[src/rtl/fetch_pkg.sv]
// Shared widths, constants and the buffered-instruction payload type for the fetch stage.
package fetch_pkg;

    localparam int unsigned WORD_SIZE  = 32;
    localparam int unsigned FIFO_DEPTH = 2;
    localparam int unsigned INS_BYTES  = 4;
    localparam int unsigned CNT_W      = $clog2(FIFO_DEPTH + 1);

    typedef struct packed {
        logic [WORD_SIZE-1:0] pc;
        logic [WORD_SIZE-1:0] ins;
    } fetch_entry_t;

endpackage

[src/rtl/fetch_if.sv]
// Instruction-memory request/grant + response-valid bus between fetch and imem.
interface fetch_if
    import fetch_pkg::*;
#(
    parameter int unsigned WordSize = WORD_SIZE
) ();

    logic                req;
    logic [WordSize-1:0] addr;
    logic                gnt;
    logic                rvalid;
    logic [WordSize-1:0] rdata;

    modport master (output req, addr, input gnt, rvalid, rdata);
    modport slave  (input req, addr, output gnt, rvalid, rdata);

endinterface

[src/rtl/fetch_fifo.sv]
// Synchronous FIFO with flush; head is the registered entry at the read pointer.
module fetch_fifo #(
    parameter int unsigned Width = 8,
    parameter int unsigned Depth = 2
) (
    input  logic                       clk,
    input  logic                       rstn,
    input  logic                       push,
    input  logic                       pop,
    input  logic                       flush,
    input  logic [Width-1:0]           data,
    output logic [Width-1:0]           head,
    output logic [$clog2(Depth+1)-1:0] count
);

    localparam int unsigned PtrW = $clog2(Depth);
    localparam int unsigned CntW = $clog2(Depth + 1);

    logic [Width-1:0] mem [Depth];
    logic [PtrW-1:0]  wr_ptr;
    logic [PtrW-1:0]  rd_ptr;
    logic             do_push;
    logic             do_pop;

    assign do_push = push && !flush;
    assign do_pop  = pop && !flush && (count != '0);
    assign head    = mem[rd_ptr];

    always_ff @(posedge clk or negedge rstn) begin
        if (!rstn) begin
            for (int i = 0; i < int'(Depth); i++) begin
                mem[i] <= '0;
            end
            wr_ptr <= '0;
            rd_ptr <= '0;
            count  <= '0;
        end else if (flush) begin
            wr_ptr <= '0;
            rd_ptr <= '0;
            count  <= '0;
        end else begin
            if (do_push) begin
                mem[wr_ptr] <= data;
                wr_ptr      <= wr_ptr + PtrW'(1);
            end
            if (do_pop) begin
                rd_ptr <= rd_ptr + PtrW'(1);
            end
            count <= count + CntW'(do_push) - CntW'(do_pop);
        end
    end

endmodule

[src/rtl/fetch_unit.sv]
// Instruction fetch: PC generation, credit-limited imem requests, response buffering
// and redirect handling with squash of wrong-path responses.
module fetch_unit
    import fetch_pkg::*;
#(
    parameter int unsigned         WordSize    = WORD_SIZE,
    parameter logic [WordSize-1:0] ResetVector = '0,
    parameter int unsigned         FifoDepth   = FIFO_DEPTH
) (
    input  logic                clk,
    input  logic                rstn,
    input  logic                branch_taken,
    input  logic [WordSize-1:0] branch_addr,
    input  logic                stall,
    fetch_if.master             imem,
    output logic [WordSize-1:0] ins,
    output logic [WordSize-1:0] pc_out,
    output logic                ins_valid
);

    localparam int unsigned CntW = $clog2(FifoDepth + 1);
    localparam int unsigned SumW = CntW + 1;

    logic [WordSize-1:0] pc_q;
    logic [CntW-1:0]     drop_q;
    logic [CntW-1:0]     outstanding;
    logic [CntW-1:0]     resp_count;
    logic [WordSize-1:0] addr_head;
    logic                grant;
    logic                rsp_push;
    logic                rsp_pop;
    fetch_entry_t        rsp_in;
    fetch_entry_t        rsp_head;

    // Credit rule: in-flight plus buffered never exceeds the response FIFO depth.
    assign imem.req  = rstn && !branch_taken &&
                       ((SumW'(outstanding) + SumW'(resp_count)) < SumW'(FifoDepth));
    assign imem.addr = pc_q;
    assign grant     = imem.req && imem.gnt;

    assign rsp_push  = imem.rvalid && (drop_q == '0) && !branch_taken;
    assign rsp_in.pc  = addr_head;
    assign rsp_in.ins = imem.rdata;

    assign ins_valid = (resp_count != '0) && !branch_taken;
    assign rsp_pop   = ins_valid && !stall;
    assign ins       = rsp_head.ins;
    assign pc_out    = rsp_head.pc;

    // Outstanding requests are exactly the occupancy of the address FIFO.
    fetch_fifo #(.Width(WordSize), .Depth(FifoDepth)) u_addr_fifo (
        .clk   (clk),
        .rstn  (rstn),
        .push  (grant),
        .pop   (imem.rvalid),
        .flush (1'b0),
        .data  (pc_q),
        .head  (addr_head),
        .count (outstanding)
    );

    fetch_fifo #(.Width($bits(fetch_entry_t)), .Depth(FifoDepth)) u_rsp_fifo (
        .clk   (clk),
        .rstn  (rstn),
        .push  (rsp_push),
        .pop   (rsp_pop),
        .flush (branch_taken),
        .data  (rsp_in),
        .head  (rsp_head),
        .count (resp_count)
    );

    always_ff @(posedge clk or negedge rstn) begin
        if (!rstn) begin
            pc_q   <= ResetVector;
            drop_q <= '0;
        end else if (branch_taken) begin
            pc_q   <= branch_addr & ~WordSize'(INS_BYTES - 1);
            // drop is a subset of outstanding, so every response still in flight is squashed.
            drop_q <= outstanding - CntW'(imem.rvalid);
        end else begin
            if (grant) begin
                pc_q <= pc_q + WordSize'(INS_BYTES);
            end
            if (imem.rvalid && (drop_q != '0)) begin
                drop_q <= drop_q - CntW'(1);
            end
        end
    end

endmodule
[src/flat_wrapper.sv]
// flat-port wrapper written by rule: the top's interface ports become plain ports
module fetch_unit_flat import fetch_pkg::*;
#(
    parameter int unsigned         WordSize    = WORD_SIZE,
    parameter logic [WordSize-1:0] ResetVector = '0,
    parameter int unsigned         FifoDepth   = FIFO_DEPTH
)
  (clk, rstn, branch_taken, branch_addr, stall, ins, pc_out, ins_valid, imem_req, imem_addr, imem_gnt, imem_rvalid, imem_rdata);
  fetch_if #(.WordSize(WordSize)) imem_i ();
  input  logic clk;
  input  logic rstn;
  input  logic branch_taken;
  input  logic [WordSize-1:0] branch_addr;
  input  logic stall;
  output logic [WordSize-1:0] ins;
  output logic [WordSize-1:0] pc_out;
  output logic ins_valid;
  output wire logic [$bits(imem_i.req)-1:0] imem_req;
  output wire logic [$bits(imem_i.addr)-1:0] imem_addr;
  input wire logic [$bits(imem_i.gnt)-1:0] imem_gnt;
  input wire logic [$bits(imem_i.rvalid)-1:0] imem_rvalid;
  input wire logic [$bits(imem_i.rdata)-1:0] imem_rdata;
  assign imem_req = imem_i.req;
  assign imem_addr = imem_i.addr;
  assign imem_i.gnt = imem_gnt;
  assign imem_i.rvalid = imem_rvalid;
  assign imem_i.rdata = imem_rdata;
  fetch_unit #(.WordSize(WordSize), .ResetVector(ResetVector), .FifoDepth(FifoDepth)) u_core (.clk(clk), .rstn(rstn), .branch_taken(branch_taken), .branch_addr(branch_addr), .stall(stall), .imem(imem_i), .ins(ins), .pc_out(pc_out), .ins_valid(ins_valid));
endmodule
[config.mk]
export PLATFORM = sky130hd
export DESIGN_NAME = fetch_unit_flat
export DESIGN_NICKNAME = d
export VERILOG_FILES = /design/src/rtl/fetch_pkg.sv /design/src/rtl/fetch_if.sv /design/src/rtl/fetch_fifo.sv /design/src/rtl/fetch_unit.sv /design/src/flat_wrapper.sv
export SDC_FILE = /design/constraint.sdc
export NUM_CORES = 1
export LEC_CHECK = 0
export CORE_ASPECT_RATIO = 1.25
export CORE_MARGIN = 4
export CORE_UTILIZATION = 26
export CTS_BUF_LIST = sky130_fd_sc_hd__clkbuf_8
export DETAILED_ROUTE_END_ITERATION = 10
export GPL_ROUTABILITY_DRIVEN = 0
export PLACE_DENSITY = 0.57
export SKIP_LAST_GASP = 1
export SYNTH_ARGS = -nofsm -noshare
export SYNTH_HDL_FRONTEND = slang
export SYNTH_SLANG_ARGS = --single-unit
[constraint.sdc]
create_clock -name clk -period 3.9 [get_ports clk]
set_input_delay 0.585 -clock clk [delete_from_list [all_inputs] [get_ports clk]]
set_output_delay 0.585 -clock clk [all_outputs]
set_load 0.02 [all_outputs]
==> flow_summary.ini <==
[global_routing]
first_global_vias = 7263
gr-usage-all-layers_pct = 12.44
grt_antenna_before_repair = 1
gr-total-overflow = 0
grt_max_degree = 69
grt_pass1_wl_um = 41730

[die]
die-area_mm2 = 0.04218
pin_count = 168
die_w_um = 184.5
core_mm2 = 0.03834
fp-row-count = 80
initial_core_util_pct = 26.41
die_h_um = 228.6

[clocking]
cts_setup_buffers = 0
clk_pin_slew_ns = 0.06
clock_latency_ns = 0.54
clockBufferDepth = 3
cts_buffers = 41
cts_tree = yes
h-tree-depth = 2
cts.sinks = 224
root_buffer = clkbuf_8

[sta]
finalCriticalPeriod_ns = 3.321
max_slew_margin_pct = 28.04
max_freq_ghz = 0.3011
rsz0062_at_grt = no
finalCritPeriodShare_pct = 85.15
maxSlewViolCount = 0
fin_worst_skew_ns = 0.01969
finalHoldViolCount = 0
setup_viol = 0
tightest_slew_ns = 1.079
totalNegativeSetupSlack_ns = 0

[synthesis]
synth_edf_count = 0
synth.avg_cell_area_um2 = 12.18
synthDistinctLibCells = 49
ys_seq_area_share_pct = 55.36
synth_cells = 831
synth-async-reset-ratio_pct = 100.0
ys_warn_count = 0
netlist_area_mm2 = 0.01012
ys_ff_latch = 224
synth_ff_type = dfrtp_1

[detailed_routing]
vias = 6981
drt_pass1_iterations = 4
viasPerCell = 4.596
wl_met1_um = 11130
highest-signal-layer = met4
ant_nets = 0
wl_met2_um = 13200
wl_per_cell_um = 17.46
drc = 0
drt_iter0_markers = 289
dr_wl_met3_um = 1433
wl_um = 26520

[place]
port-buffer-count = 161
dp_hpwl_um = 17850
placed_cells = 1444
place_area_mm2 = 0.01226

[critical_path]
critPathMaxStageDelay_ns = 0.82
crit_slowest_cell = dfrtp_2
worstSetupPathType = reg -> out
worstPathArrival_ns = 2.74
crit_family = buffers and inverters
cp.required_ns = 3.31
crit_fanout = 22
crit_buf_inv = 2
path_cells = buf_4 -> mux2_2 -> clkdlybuf4s50_1
startpoint_type = flop
endpoint_kind = output pin

[finish]
syn_to_final_growth_pct = 29.05
mostFrequentLayoutCell = dfrtp_1
stdcell_area_mm2 = 0.01307
layout.cells.non_filler = 1519
drive_gt1_share_pct = 25.93
final_cell_mix = 222 x dfrtp_1, 183 x mux2_2, 160 x clkdlybuf4s50_1, 60 x nand2_1, 54 x nor2_1
final_nets = 1074

[pwr]
power.density_mw_per_mm2 = 747.4
p_int_mw = 6.521
p_switching_mw = 3.245
p_leak_nw = 5.526
switching_share_pct = 33.23
ir_drop_v = 0.0002393
pwr-share-clk_pct = 22.2
comb_power_share_pct = 37.7
seqPwrFrac_pct = 40.2

[outcome]
status = complete, no violations

[worst_hold_path]
hold_path_class = reg -> reg

[run]
drv_cap = 0
[synthesized netlist by cell type, drive strengths merged, types with 3 or more instances]
library cell  instances  area share, %
a21oi                31            1.5
a31oi                18            1.1
and2                  3           0.19
and4                  5           0.44
buf                  17            1.2
clkbuf               39            1.5
dfrtp               224             55
ha                    7           0.87
inv                   9           0.33
mux2                183             20
mux2i                32            3.2
nand2                60            2.2
nand3                16           0.79
nand4                 7           0.49
nor2                 56            2.1
nor3                  4           0.20
o21ai                46            2.3
o31ai                16            1.2
or3                   3           0.19
or4                  17            1.3
xnor2                 9           0.78
xor2                  7           0.61
[routing by layer]
metal,track usage (%),vias up
met4,4.253,0
li1,-,3304
met2,21.12,166
met1,15.56,3463
met5,0,-
met3,2.770,48
[state kept, by name, indices dropped and copies added, names as in the netlist]
register                   cells
u_core.u_rsp_fifo.wr_ptr       1
u_core.u_addr_fifo.rd_ptr      1
u_core.u_rsp_fifo.mem        124
u_core.imem.addr              30
u_core.drop_q                  2
u_core.u_addr_fifo.wr_ptr      1
u_core.u_addr_fifo.count       2
u_core.u_addr_fifo.mem        60
u_core.u_rsp_fifo.count        2
u_core.u_rsp_fifo.rd_ptr       1
[cells by family after synthesis]
family                   share of synthesized area [%]
other                                          0.03704
XOR/XNOR                                         1.384
flip-flops                                       55.36
multiplexers                                     23.52
AND/OR/NAND/NOR                                  8.787
buffers and inverters                            3.077
adder cells (fa/ha/maj)                          1.063
AO/OA/AOI/OAI                                    6.772
[per-stage QoR]
| stage | utilization, % | hold WS (ns) | power, mW | setup slack [ns] |
|---|---|---|---|---|
| floorplan | - | 0.2894 | 6.182 | 1.374 |
| global placement | 31.97 | 0.4543 | 7.614 | 0.8803 |
| detailed placement | 31.97 | 0.4645 | 7.708 | 0.8689 |
| CTS | 34.08 | 0.4771 | 9.962 | 0.4796 |
| global route | 34.08 | 0.4905 | 10.44 | 0.4379 |
| finish | 34.08 | 0.4714 | 9.765 | 0.5793 |
[what timing repair did]
item | 4_1_cts | 5_1_grt
gates resized for setup | 0 | 0
endpoints found under the hold margin | 43 | 0
hold buffers | 1 | 0
[final cells by class]
type | count | area, um2
sequential | 224 | 5608
tap | 492 | 615.6
fill | 3817 | 25270
timing repair buffer | 176 | 1782
clock buffer | 46 | 633.1
multi-input combinational | 544 | 4229
inverter | 9 | 33.78
clock inverter | 27 | 162.7
antenna | 1 | 2.502
[tightest hold or removal path: cells and delay by family, from the launching register on]
family          cells  cell delay [ns]
simple gates        1             0.04
compound gates      1             0.06
flops               1             0.33
[power groups by stage]
| stage | Sequential, mW | Combinational [mW] | Clock [mW] |
|---|---|---|---|
| 4_1_cts | 3.94 | 3.76 | 2.27 |
| 3_5_place_dp | 3.97 | 3.73 | 0 |
| 3_3_place_gp | 3.92 | 3.69 | 0 |
| 2_1_floorplan | 3.72 | 2.46 | 0 |
| 6_report | 3.92 | 3.68 | 2.17 |
| 5_1_grt | 4.06 | 4.01 | 2.37 |
[path summary, 6_finish.rpt]
path	start	endpoint	slack (ns)	cells past startpoint
max reg2reg	u_core.u_addr_fifo.count[0]	u_core.imem.addr[17]	0.93	6
max	u_core.u_rsp_fifo.rd_ptr	ins[25]	0.58	3
max in group asynchronous	rstn	u_core.u_rsp_fifo.mem[54]	1.49	4
min in group asynchronous	rstn	u_core.u_addr_fifo.mem[56]	0.55	2
min	u_core.u_rsp_fifo.mem[51]	u_core.u_rsp_fifo.mem[51]	0.47	2
min reg2reg	u_core.u_rsp_fifo.mem[51]	u_core.u_rsp_fifo.mem[51]	0.47	2
Power figures use the tool's default switching activity.
